## src/rtl/div_pkg.sv

```systemverilog
// div_pkg: shared definitions for the divider dispatch front-end.
//   state_t  - dispatch FSM states
//   DZ_COC   - quotient reported for a divide-by-zero (all ones, sliced to WIDTH)
//   min_val  - most negative two's-complement value for a given width
package div_pkg;

    typedef enum logic [1:0] {
        IDLE   = 2'd0,
        ISSUE  = 2'd1,
        WAIT   = 2'd2,
        OUTPUT = 2'd3
    } state_t;

    // Widest operand the constants below can describe.
    localparam int MAX_W = 64;

    localparam logic [MAX_W-1:0] DZ_COC = '1;

    function automatic logic [MAX_W-1:0] min_val(input int w);
        min_val = MAX_W'(1) << (w - 1);
    endfunction

endpackage

```

## src/rtl/div_fifo.sv

```systemverilog
// div_fifo: synchronous FIFO holding operand pairs awaiting the divider.
// Ports:
//   CLK, RSTa       clock, asynchronous active-low reset (empties the FIFO)
//   push, wr_data   write request and data (ignored when full)
//   pop             read request (ignored when empty); rd_data shows the head
//   full, empty     occupancy flags
module div_fifo #(
    parameter int WIDTH = 64,
    parameter int DEPTH = 4
) (
    input  logic             CLK,
    input  logic             RSTa,
    input  logic             push,
    input  logic [WIDTH-1:0] wr_data,
    input  logic             pop,
    output logic [WIDTH-1:0] rd_data,
    output logic             full,
    output logic             empty
);

    localparam int AW = $clog2(DEPTH);

    logic [WIDTH-1:0] mem [DEPTH];
    // One extra pointer bit distinguishes full from empty when the indices match.
    logic [AW:0]      wr_ptr;
    logic [AW:0]      rd_ptr;

    assign empty   = (wr_ptr == rd_ptr);
    assign full    = (wr_ptr[AW] != rd_ptr[AW]) && (wr_ptr[AW-1:0] == rd_ptr[AW-1:0]);
    assign rd_data = mem[rd_ptr[AW-1:0]];

    always_ff @(posedge CLK or negedge RSTa) begin
        if (!RSTa) begin
            wr_ptr <= '0;
            rd_ptr <= '0;
        end else begin
            if (push && !full)
                wr_ptr <= wr_ptr + 1'b1;
            if (pop && !empty)
                rd_ptr <= rd_ptr + 1'b1;
        end
    end

    // Storage carries no reset; the pointers alone define what is valid.
    always_ff @(posedge CLK) begin
        if (push && !full)
            mem[wr_ptr[AW-1:0]] <= wr_data;
    end

endmodule

```

## src/rtl/div_dispatch.sv

```systemverilog
// div_dispatch: buffers signed operand pairs, issues them one at a time to a
// sequential divider and returns quotient/remainder over valid/ready.
// Divide-by-zero and MIN/-1 are resolved here without starting the divider.
// The divider shares RSTa, so a reset clears both sides together.
// Ports:
//   CLK, RSTa                         clock, asynchronous active-low reset
//   in_valid/in_ready/in_num/in_den   operand input handshake
//   div_start/div_num/div_den         divider request (operands held until done)
//   div_done/div_coc/div_res          divider completion
//   out_valid/out_ready/out_coc/out_res/out_dz/out_ovf  result handshake
//   busy                              work buffered or in progress
module div_dispatch
    import div_pkg::*;
#(
    parameter int WIDTH = 32,
    parameter int DEPTH = 4
) (
    input  logic             CLK,
    input  logic             RSTa,
    input  logic             in_valid,
    output logic             in_ready,
    input  logic [WIDTH-1:0] in_num,
    input  logic [WIDTH-1:0] in_den,
    output logic             div_start,
    output logic [WIDTH-1:0] div_num,
    output logic [WIDTH-1:0] div_den,
    input  logic             div_done,
    input  logic [WIDTH-1:0] div_coc,
    input  logic [WIDTH-1:0] div_res,
    output logic             out_valid,
    input  logic             out_ready,
    output logic [WIDTH-1:0] out_coc,
    output logic [WIDTH-1:0] out_res,
    output logic             out_dz,
    output logic             out_ovf,
    output logic             busy
);

    localparam logic [MAX_W-1:0] MIN_FULL = min_val(WIDTH);
    localparam logic [WIDTH-1:0] MIN_V    = MIN_FULL[WIDTH-1:0];
    localparam logic [WIDTH-1:0] DZ_V     = DZ_COC[WIDTH-1:0];

    state_t             state;
    state_t             state_next;
    logic               fifo_full;
    logic               fifo_empty;
    logic               push;
    logic               pop;
    logic [2*WIDTH-1:0] head;
    logic [WIDTH-1:0]   head_num;
    logic [WIDTH-1:0]   head_den;
    logic               head_dz;
    logic               head_ovf;

    assign in_ready = !fifo_full;
    assign push     = in_valid && in_ready;
    // In IDLE out_valid is always low, so a non-empty FIFO is enough to pop.
    assign pop      = (state == IDLE) && !fifo_empty;
    assign head_num = head[2*WIDTH-1:WIDTH];
    assign head_den = head[WIDTH-1:0];
    assign head_dz  = (head_den == '0);
    assign head_ovf = (head_num == MIN_V) && (head_den == '1);
    assign busy     = !fifo_empty || (state != IDLE);

    div_fifo #(
        .WIDTH (2*WIDTH),
        .DEPTH (DEPTH)
    ) u_fifo (
        .CLK     (CLK),
        .RSTa    (RSTa),
        .push    (push),
        .wr_data ({in_num, in_den}),
        .pop     (pop),
        .rd_data (head),
        .full    (fifo_full),
        .empty   (fifo_empty)
    );

    always_ff @(posedge CLK or negedge RSTa) begin
        if (!RSTa)
            state <= IDLE;
        else
            state <= state_next;
    end

    always_comb begin
        state_next = state;
        case (state)
            IDLE: begin
                if (!fifo_empty) begin
                    if (head_dz || head_ovf)
                        state_next = OUTPUT;
                    else
                        state_next = ISSUE;
                end
            end
            ISSUE:  state_next = WAIT;
            WAIT:   if (div_done) state_next = OUTPUT;
            OUTPUT: if (out_ready) state_next = IDLE;
            default: state_next = IDLE;
        endcase
    end

    always_comb begin
        div_start = (state == ISSUE);
        out_valid = (state == OUTPUT);
    end

    // Operand and result registers. Results only change on a pop (special
    // cases) or on a done seen in WAIT, so they hold throughout OUTPUT.
    always_ff @(posedge CLK or negedge RSTa) begin
        if (!RSTa) begin
            div_num <= '0;
            div_den <= '0;
            out_coc <= '0;
            out_res <= '0;
            out_dz  <= 1'b0;
            out_ovf <= 1'b0;
        end else if (pop) begin
            div_num <= head_num;
            div_den <= head_den;
            if (head_dz) begin
                out_coc <= DZ_V;
                out_res <= head_num;
                out_dz  <= 1'b1;
                out_ovf <= 1'b0;
            end else if (head_ovf) begin
                out_coc <= MIN_V;
                out_res <= '0;
                out_dz  <= 1'b0;
                out_ovf <= 1'b1;
            end
        end else if ((state == WAIT) && div_done) begin
            out_coc <= div_coc;
            out_res <= div_res;
            out_dz  <= 1'b0;
            out_ovf <= 1'b0;
        end
    end

endmodule

```

## config.mk

```make
export PLATFORM = sky130hd
export DESIGN_NAME = div_dispatch
export DESIGN_NICKNAME = d
export VERILOG_FILES = /design/src/rtl/div_pkg.sv /design/src/rtl/div_fifo.sv /design/src/rtl/div_dispatch.sv
export SDC_FILE = /design/constraint.sdc
export NUM_CORES = 1
export LEC_CHECK = 0
export ABC_AREA = 1
export BUFFER_PORTS_ARGS = -buffer_cell sky130_fd_sc_hd__buf_2
export CAP_MARGIN = 20
export CORE_MARGIN = 1.5
export CORE_UTILIZATION = 35
export CTS_CLUSTER_SIZE = 24
export DETAILED_ROUTE_END_ITERATION = 7
export PLACE_DENSITY_LB_ADDON = 0.15
export SLEW_MARGIN = 20
export SYNTH_ARGS = -nofsm -noshare
export SYNTH_HDL_FRONTEND = slang
export SYNTH_HIERARCHICAL = 1
export SYNTH_SLANG_ARGS = --single-unit
```

## constraint.sdc

```tcl
create_clock -name CLK -period 4.3 [get_ports CLK]
set_input_delay 0.645 -clock CLK [delete_from_list [all_inputs] [get_ports CLK]]
set_output_delay 0.645 -clock CLK [all_outputs]
set_load 0.02 [all_outputs]
```

; ---- Yosys cells after proc, flatten, opt, wreduce, memory -nomap -nowiden
; Memory sizes are Yosys's and may differ from the RTL's.
; Cells that the tools add are included.
[word_totals]
register_bits = 138
memories = 1
in_bits = 133
ramBits = 256
elab_cells = 63
[classes]
n_addsub = 2
mux = 22
reduce_logical = 17
eq_ne = 12
[memory_table]
columns = memory, depth, width, rd, rd_clocked_by_memory_dff, wr, line
row1 = u_fifo.mem, 4, 64, 1, 0, 1, div_fifo.sv:23  ; logic [WIDTH-1:0] mem [DEPTH];
[op_table]
columns = cell, count
row1 = two-way mux 32 bit, 8
row2 = == test 32 bit (second input constant), 2
row3 = logical NOT 32 bit, 1
row4 = two-way mux 1 bit, 9
row5 = two-way mux 2 bit, 4
row6 = case mux 2 bit (4 select lines), 1
row7 = logical AND 1 bit, 7
row8 = adder 3 x 1 -> 3 bit (second input constant), 2
row9 = == test 2 bit (second input constant), 2
row10 = != test 2 bit (second input constant), 2
row11 = nonzero test 2 bit, 2
row12 = == test 3 bit, 1
row13 = != test 3 bit (second input constant), 1
row14 = AND reduction 3 bit, 1
row15 = == test 2 x 1 -> 1 bit (second input constant), 1
row16 = == test 2 bit, 1
row17 = logical NOT 1 bit, 2
row18 = logical NOT 2 bit, 1
row19 = logical OR 1 bit, 2
row20 = != test 2 x 1 -> 1 bit (second input constant), 1
row21 = AND reduction 2 bit, 1
row22 = != test 1 bit, 1

; ---- Logic depth before layout (Yosys ltp)
; Gate-level depths: netlist (run 1).
[depth]
ltp_word = 7
mapped_depth = 19

; ---- Cells and area by module
; The synthesis (run 1) kept the hierarchy.
[by_module_without_submodules]
columns = module, cells_per_inst, area_per_inst_um2, instances
row1 = div_fifo, 678, 9935.8, 1
row2 = div_dispatch, 886, 6331.1, 1

; ---- Worst setup path before layout (run 1)
; OpenSTA, ideal clock, no wires.
[synth_path]
path_kind = register -> register
start = register u_fifo.rd_ptr[0]
end = memory u_fifo.mem[0][0], enable pin
stages_incl_launch_ff = 10
arrival_time_ns = 3.961
path_slack_ns = -0.147
cell_sequence = dfrtp_1 -> buf_4 -> inv_4 -> nand2_1 -> nand2_2 -> nand3_4 -> inv_1 -> nor2_1 -> nand2_4 -> nor2_1
[synth_via]
elab_chain_cells = 7
[synth_rtl]
columns = element, line
row1 = "start, declared", div_fifo.sv:26  ; logic [AW:0] rd_ptr;
row2 = "start signal, assigned", div_fifo.sv:40  ; rd_ptr <= rd_ptr + 1'b1;
row3 = == test 2 bit, div_fifo.sv:29  ; assign full = (wr_ptr[AW] != rd_ptr[AW]) && (wr_ptr[AW-1:0] == rd_ptr[AW-1:0]);
row4 = logical AND 1 bit, div_fifo.sv:29
row5 = named net fifo_full, div_dispatch.sv:45  ; logic fifo_full;
row6 = logical NOT 1 bit, div_dispatch.sv:55  ; assign in_ready = !fifo_full;
row7 = logical AND 1 bit, div_dispatch.sv:56  ; assign push = in_valid && in_ready;
row8 = named net push, div_dispatch.sv:47  ; logic push;
row9 = logical AND 1 bit, div_fifo.sv:46  ; if (push && !full)
row10 = two-way mux 1 bit, div_fifo.sv:46
row11 = two-way mux 1 bit (not written as such), div_fifo.sv:47  ; mem[wr_ptr[AW-1:0]] <= wr_data;
row12 = "end, declared", div_fifo.sv:23
; The timed path passes the listed nets, and every way through them passes these cells.

; ---- Worst setup path in the final report (run 1)
[layout_path]
start = register u_fifo.rd_ptr[0]
end = register out_coc[12]
[layout_via]
elab_chain_cells = 5
[layout_rtl]
columns = element, line
row1 = memory read (4 x 64 bit), -
row2 = named net head[50], div_dispatch.sv:49  ; logic [2*WIDTH-1:0] head;
row3 = == test 32 bit, div_dispatch.sv:62  ; assign head_ovf = (head_num == MIN_V) && (head_den == '1);
row4 = logical AND 1 bit, div_dispatch.sv:62
row5 = != test 3 bit (no source line), -
row6 = AND reduction 2 bit (no source line), -
row7 = "end signal, assigned", div_dispatch.sv:134  ; out_coc <= div_coc;
row8 = "end, declared", div_dispatch.sv:32  ; output logic [WIDTH-1:0] out_coc,
; The timed path passes the listed nets, and every way through them passes these cells.
; A chain may end at the register's enable or synchronous reset.

==> results of run 1 <==
through the flow:
| stage | worst slack [ps] | utilization [%] |
|---|---|---|
| after floorplan | -147 | - |
| after global placement | 904 | 39.9 |
| after detailed placement | 901 | 39.9 |
| after CTS | 892 | 42.9 |
| after global routing | 680 | 43.0 |
| final | 954 | 43.0 |
sequential cells by signal (all words and copies together), names as in the netlist:
register and cells:
out_dz 1, u_fifo/mem 256, u_fifo/rd_ptr 3, div_num 32, out_res 32, div_den 32, out_ovf 1, out_coc 32
state 2, u_fifo/wr_ptr 3
final timing paths:
| check | endpoint | cells past startpoint | start |
|---|---|---|---|
| max | out_coc[12]$_DFFE_PN0P_ | 15 | u_fifo/rd_ptr[0]$_DFFE_PN0P_ |
| min | out_coc[21]$_DFFE_PN0P_ | 1 | RSTa |
| max reg2reg | out_coc[12]$_DFFE_PN0P_ | 15 | u_fifo/rd_ptr[0]$_DFFE_PN0P_ |
| min reg2reg | div_num[11]$_DFFE_PN0N_ | 2 | div_num[11]$_DFFE_PN0N_ |
| max in group asynchronous | out_res[26]$_DFFE_PN0P_ | 2 | RSTa |
| min in group CLK | u_fifo/mem[1][37]$_DFFE_PP_ | 1 | in_num[5] |
synthesized netlist by cell type, types with 2 or more instances:
cell      instances  area share (%)
nor2_1          182             4.2
dfrtp_1         138              21
nand2_2           4            0.15
buf_2            16            0.49
o21ai_0          80             2.5
nand3_1          74             2.3
buf_4             9            0.42
o22ai_1          64             2.5
clkbuf_1         47             1.1
nand4_1           5            0.19
buf_6            11            0.76
buf_1             2           0.046
o21ai_1          54             1.7
nand2_1         538              12
xor2_1            2            0.11
edfxtp_1        256              47
inv_1            61             1.4
ha_1             10            0.77
cells by family (layout without fill, tap and decap cells):
group / count (synthesis) / after routing / share of synthesized area (%)
xor+xnor: 3 / 3 / 0.162
fa+ha+maj: 10 / 10 / 0.769
flops: 394 / 394 / 68.5
compound gates: 198 / 198 / 6.58
simple gates: 808 / 808 / 19.6
other cells: 0 / 3 / 0
buf+inv: 151 / 434 / 4.41
power by group through the flow:
stage	Combinational [mW]	Sequential, mW	Clock (mW)
after detailed placement	6.71	5.82	0
after CTS	6.73	5.75	3.76
after global placement	6.66	5.79	0
final	6.59	5.74	3.64
after global routing	7.45	5.85	3.91
after floorplan	3.87	6.48	0
routing by layer:
metal / up-vias / GRT usage, % / wire (µm)
met5: - / 0 / 55
met3: 60 / 3.99 / 2990
met1: 5612 / 24.7 / 19800
met4: 10 / 5.79 / 898
li1: 5729 / - / -
met2: 341 / 30.6 / 20600
worst max-delay path: cells and delay by family, from the launching register on:
kind | cells | cell delay [ps]
buf+inv | 3 | 1380
simple gates | 10 | 770
flops | 1 | 500
compound gates | 2 | 550
layout by cell type (no fill, tap or decap):
cell	count
nand2_1	537
buf_2	265
edfxtp_1	256
nor2_1	177
dfrtp_1	136
o21ai_0	80
nand3_1	74
o22ai_1	64
inv_1	61
o21ai_1	54
clkbuf_16	45
buf_4	20
clkbuf_1	14
ha_1	10
nor2_4	6
clkinv_2	6
nand4_1	5
nand2_2	5
clkbuf_8	5
clkinv_1	5
buf_12	5
diode_2	3
bufinv_16	3
inv_4	2
xor2_1	2
and3_1	1
clkinvlp_4	1
buf_6	1
inv_2	1
xnor2_1	1
nand3_4	1
nand2_4	1
nand3_2	1
dfrtp_4	1
dfrtp_2	1
layout make-up:
class	instances	area, µm²
Tap cell	600	751
Antenna cell	3	7.51
Timing Repair Buffer	291	1590
Sequential cell	394	11100
Clock inverter	15	146
Fill cell	4418	26000
Inverter	64	245
Clock buffer	64	1250
Multi-Input combinational cell	1019	4450
==> metrics.md, run 1 <==
| Metric | Value |
|---|---|
| Synth Register Bits | `394` |
| CTS tree | `done` |
| Die W | `219 µm` |
| Initial antenna violation count | `9` |
| DR pass1 iterations | `5` |
| Port buffer count | `266` |
| DRC | `0` |
| Sw Pwr | `about 6.7 mW` |
| Max-slew headroom | `roughly a third` |
| 1st-iter DRT viols | `around 720` |
| Largest net degree at the start of global routing | `132` |
| Via count | `between 10,000 and 15,000` |
| I/O Pins | `~270` |
| WP data arrival | `3840 ps` |
| Core area | `45,600 µm²` |
| Worst setup SP type | `flip-flop` |
| Ys async rst share | `35.0%` |
| Pleak | `roughly 9 nW` |
| Worst Setup Path Type | `flip-flop to flip-flop` |
| CTS clk-pin slew, worst paths | `60 ps` |
| Post-Layout Inst Area | `19,600 µm²` |
| Placed Instances | `2,368` |
| Max stage delay cell, worst path | `inv_4` |
| Syn nets | `1,707` |
| Fmax | `~0.3 GHz` |
| Crit-path cells | `inv_4 > buf_4 > o21ai_0 > o22ai_1 > nor2_1 > nand2_1 > nor2_1 > nand2_1 > nor2_1 > nand2_1 > nand2_2 > nand2_2 > buf_12 > nand2_1 > nand2_1` |
| Max-Cap Viols | `0` |
| Via count of the first global-routing pass | `11,712` |
| CTS Buf Count | `44` |
| Vias/cell | `4.80` |
| Clock network power share | `22.8%` |
| RSZ-0062 raised after global routing | `false` |
| Post-route minimum period | `3350 ps` |
| Clock Latency Late Sink | `550 ps` |
| Netlist cell types | `29` |
| Post-synthesis sequential area ratio | `68.5%` |
| # nets final | `1,957` |
| Worst Tran Pin Value | `976 ps` |
| Detail Route Antenna Nets | `0` |
| CP max stage delay | `550 ps` |
| Setup slack, reg-to-reg | `roughly 950 ps` |
| Crit path top cell by count | `nand2_1` |
| WL final | `44.4 mm` |
| Setup TNS | `0 ps` |
| Placement Cell Area | `roughly 18,000 µm²` |
| Syn-to-layout area delta | `20.4%` |
| CTS H-tree lvls | `2` |
| Mapped Avg Cell Area | `10.4 µm²` |
| Gr usage total | `18.7%` |
| Outcome | `completed` |
| Post-CTS Setup Bufs | `0` |
| DP Wirelength | `27.7 mm` |
| Primary FF master, synth | `edfxtp_1` |
| FP Rows | `a little under 80` |
| Die ar. | `47,800 µm²` |
| Synth Warn # | `6` |
| Die Ht | `219 µm` |
| Combinational power share | `41.3%` |
| Post-synth EDFFs | `256` |
| Switching Fraction | `41.7%` |
| Fin cells | `2,450` |
| Routability cong. | `between 0.7 and 0.8` |
| PwrDens | `816 nW/µm²` |
| Hold Vio Cnt, Final | `0` |
| Int Pwr | `9.32 mW` |
| VDD IR max | `around 0.47 mV` |
| Final Cycle Share | `77.8%` |
| Clock buffer depth | `3` |
| Final setup viols | `0` |
| Final Slew Violations | `0` |
| Reg power frac | `35.9%` |
| PostCTS Resize Cnt | `0` |
| Synthesized cell area | `16,300 µm²` |
| Worst EP required | `4790 ps` |
| First-pass GRT wire length | `68.6 mm` |
| Clock root buffer | `clkbuf_16` |
| Critical Path End Type | `flip-flop` |
| Routed len/inst | `between 15 and 20 µm` |
| Clk sinks | `394` |
| Layout cells sized above 1 | `20.0%` |
| Cells after synthesis | `roughly 1,600` |
| Hold_ws | `between 150 and 200 ps` |
| Hold WC Path Type | `input pin to asynchronous set/reset pin` |
| PnR Total Power | `approximately 16 mW` |
| CP max FO | `between 60 and 70` |
| Skew final | `15.9 ps` |
| Initial Util | `35.7%` |
| # hold bufs at CTS | `0` |
| Gr ovfl total | `0` |
No activity file was read; power rests on OpenSTA's default activity.
==> inputs of run 2 (changes only) <==
clock period = 3.1 ns   (was 4.3 ns; I/O delays follow)
==> run 2 against run 1 <==
Net effect:
- non-clock buffer count rose by 12
- core utilization grew 0.64 points
- clock skew grew 2.8 ps
- critical endpoint is now out_coc[0]$_DFFE_PN0P_
- largest cell class unchanged
==> metrics.md, run 2 (same netlist as run 1, synthesis figures left out) <==
| Metric | Value |
|---|---|
| CP max FO | `63 (-7.4%)` |
| Initial Util | `35.7% (unchanged)` |
| Max stage delay cell, worst path | `dfrtp_4` |
| Fin cells | `2,462 (+0.49%)` |
| Via count of the first global-routing pass | `11,853 (+1.2%)` |
| WP data arrival | `3410 ps (-430 ps)` |
| Most frequent cells in the layout | `nand2_1, buf_2, edfxtp_1` |
| Die ar. | `47,800 µm² (unchanged)` |
| Routability cong. | `0.810 (+1.4%)` |
| FP Rows | `78 (unchanged)` |
| Placed Instances | `2,379 (+0.46%)` |
| Die W | `219 µm (unchanged)` |
| DP Wirelength | `28.8 mm (+3.9%)` |
| Skew final | `18.7 ps (+2.78 ps)` |
| Vias/cell | `4.78 (-0.25%)` |
| DR pass1 iterations | `5 (unchanged)` |
| CTS clk-pin slew, worst paths | `60 ps (about the same)` |
| Critical Path End Type | `flip-flop` |
| Setup slack, reg-to-reg | `180 ps (-770 ps)` |
| Gr usage total | `18.7% (-0.020 points)` |
| DRC | `0 (unchanged)` |
| Worst setup SP type | `flip-flop` |
| Layout cells sized above 1 | `21.5% (+1.5 points)` |
| Die Ht | `219 µm (unchanged)` |
| CP max stage delay | `510 ps (-40 ps)` |
| Max reg flops | `256 (unchanged)` |
| I/O Pins | `267 (unchanged)` |
| Post-CTS Setup Bufs | `0 (unchanged)` |
| Hold endpoint | `u_fifo/mem[2][51]$_DFFE_PP_` |
| Clock buffer depth | `3 (unchanged)` |
| Core area | `45,600 µm² (unchanged)` |
| Worst Hold Depth | `1` |
| Detail Route Antenna Nets | `0 (unchanged)` |
| PwrDens | `1130 nW/µm² (+39%)` |
| Worst EP required | `3590 ps (-1200 ps)` |
| R2R depth | `13 (-2)` |
| Outcome | `completed` |
| Hold Vio Cnt, Final | `0 (unchanged)` |
| Initial antenna violation count | `4 (-5)` |
| Port buffer count | `266 (unchanged)` |
| Clk sinks | `394 (unchanged)` |
| Crit-path cells | `inv_4 > buf_4 > nor2_1 > o22ai_1 > nand4_1 > nor2_1 > nand2_1 > nor2_2 > nand2_1 > nand2_2 > buf_12 > nand3_1 > nand2_1` |
| DR WL met3 | `3.22 mm (+7.6%)` |
| # nets final | `1,969 (+0.61%)` |
| CTS H-tree lvls | `2 (unchanged)` |
| Clock Latency Late Sink | `560 ps (about the same)` |
| Routed len/inst | `17.9 µm (-1.4%)` |
| CTS tree | `done` |
| Hold WC Path Type | `input pin to flip-flop` |
| Post-route minimum period | `2920 ps (-426 ps)` |
| Hold path startpoint | `in_num[19]` |
| Crit path top cell by count | `nand2_1` |
| Via count | `11,780 (+0.24%)` |
| Commonest non-fill, non-tap cell in the layout | `nand2_1` |
| WL met2 | `20.1 mm (-2.7%)` |
| Final setup viols | `0 (unchanged)` |
| Wire length on met1 | `19.8 mm (-0.20%)` |
| CTS Buf Count | `44 (unchanged)` |
| Setup TNS | `0 ps (unchanged)` |
| Clock root buffer | `clkbuf_16` |
| First-pass GRT wire length | `68.8 mm (+0.34%)` |
| Max Used Layer | `met5` |
| Worst Tran Pin Value | `608 ps (-368 ps)` |
| Worst Setup Path Type | `flip-flop to flip-flop` |
| Gr ovfl total | `0 (unchanged)` |
| Hold_ws | `117 ps (-69.3 ps)` |
| Max-slew headroom | `59.4% (+25 points)` |
| Syn-to-layout area delta | `22.2%` |
| 1st-iter DRT viols | `917 (+27%)` |
| Worst reg2reg endpoint | `out_coc[0]$_DFFE_PN0P_` |
| Max-Cap Viols | `0 (unchanged)` |
| Final Cycle Share | `94.2% (+16 points)` |
| VDD IR max | `0.601 mV (+27%)` |
| Largest net degree at the start of global routing | `84 (-36%)` |
| Fmax | `0.343 GHz (+15%)` |
| Final Slew Violations | `0 (unchanged)` |
| Pleak | `9.05 nW (+1.7%)` |
| WL final | `44.0 mm (-0.88%)` |
| Worst r2r src | `u_fifo/rd_ptr[0]$_DFFE_PN0P_` |
-- run 2: cell count changes in the layout (fill, tap and decap cells not counted), sizes merged --
| cell | delta |
|---|---|
| dlygate4sd3 | +1 |
| clkinv | +3 |
| buf | +11 |
| clkbuf | -1 |
| inv | +1 |
| bufinv | -2 |
| diode | -1 |
-- run 2: metrics by stage --
| stage | setup slack (ps) | total power, mW | cell area [µm²] | util (%) |
|---|---|---|---|---|
| finish | 180 | 22.5 | 19900 | 43.6 |
| global route | -27.8 | 24.2 | 19900 | 43.6 |
| CTS | 36.4 | 22.8 | 19800 | 43.5 |
| detailed placement | 57.4 | 17.5 | 18300 | 40.3 |
| global placement | 90.6 | 17.4 | 18300 | 40.3 |
| floorplan | -284 | 14.3 | 16300 | - |
-- run 2: worst max path at each step --
stage / depth (start not counted) / start / endpoint / slack, ps
floorplan: 9 / u_fifo/rd_ptr[0]$_DFFE_PN0P_ / u_fifo/mem[0][0]$_DFFE_PP_ / -280
global placement: 13 / u_fifo/rd_ptr[0]$_DFFE_PN0P_ / out_res[21]$_DFFE_PN0P_ / 90
detailed placement: 13 / u_fifo/rd_ptr[0]$_DFFE_PN0P_ / out_res[8]$_DFFE_PN0P_ / 60
CTS: 12 / u_fifo/rd_ptr[0]$_DFFE_PN0P_ / out_res[21]$_DFFE_PN0P_ / 40
global route: 13 / u_fifo/rd_ptr[0]$_DFFE_PN0P_ / out_res[26]$_DFFE_PN0P_ / -30
finish: 13 / u_fifo/rd_ptr[0]$_DFFE_PN0P_ / out_coc[0]$_DFFE_PN0P_ / 180
-- run 2: power breakdown --
| group | switching [mW] | total (mW) | internal [mW] |
|---|---|---|---|
| Clock | 2.08 | 5.16 | 3.08 |
| Sequential | 0.620 | 7.96 | 7.34 |
| Combinational | 6.64 | 9.40 | 2.76 |
-- run 2: routing by layer --
metal / up-vias / track usage (%)
li1: 5751 / -
met1: 5601 / 25.4
met2: 361 / 29.7
met3: 63 / 4.37
met4: 4 / 5.17
met5: - / 0
-- run 2: worst max-delay path, delay by kind of cell, from the launching register on --
kind	cells	cell delay [ps]
DFF	1	510
and+or+nand+nor	9	1220
buffers and inverters	3	760
AOI/OAI and AO/OA	1	320
-- run 2: layout make-up --
cell class	count	area, µm²
diodes	2	5.00
clock buffers	63	1340
clock inverters	17	121
fillers	4400	25700
inverters	64	245
multi-input cells	1019	4490
flip-flops and latches	394	11100
well taps	600	751
repair buffers	303	1780
-- run 2: what timing repair did --
action / in CTS / in global routing
gates resized for setup: 0 / 10
hold buffers: 1 / 0
endpoints found under the setup margin: 0 / 66
hold endpoints to repair: 51 / 0
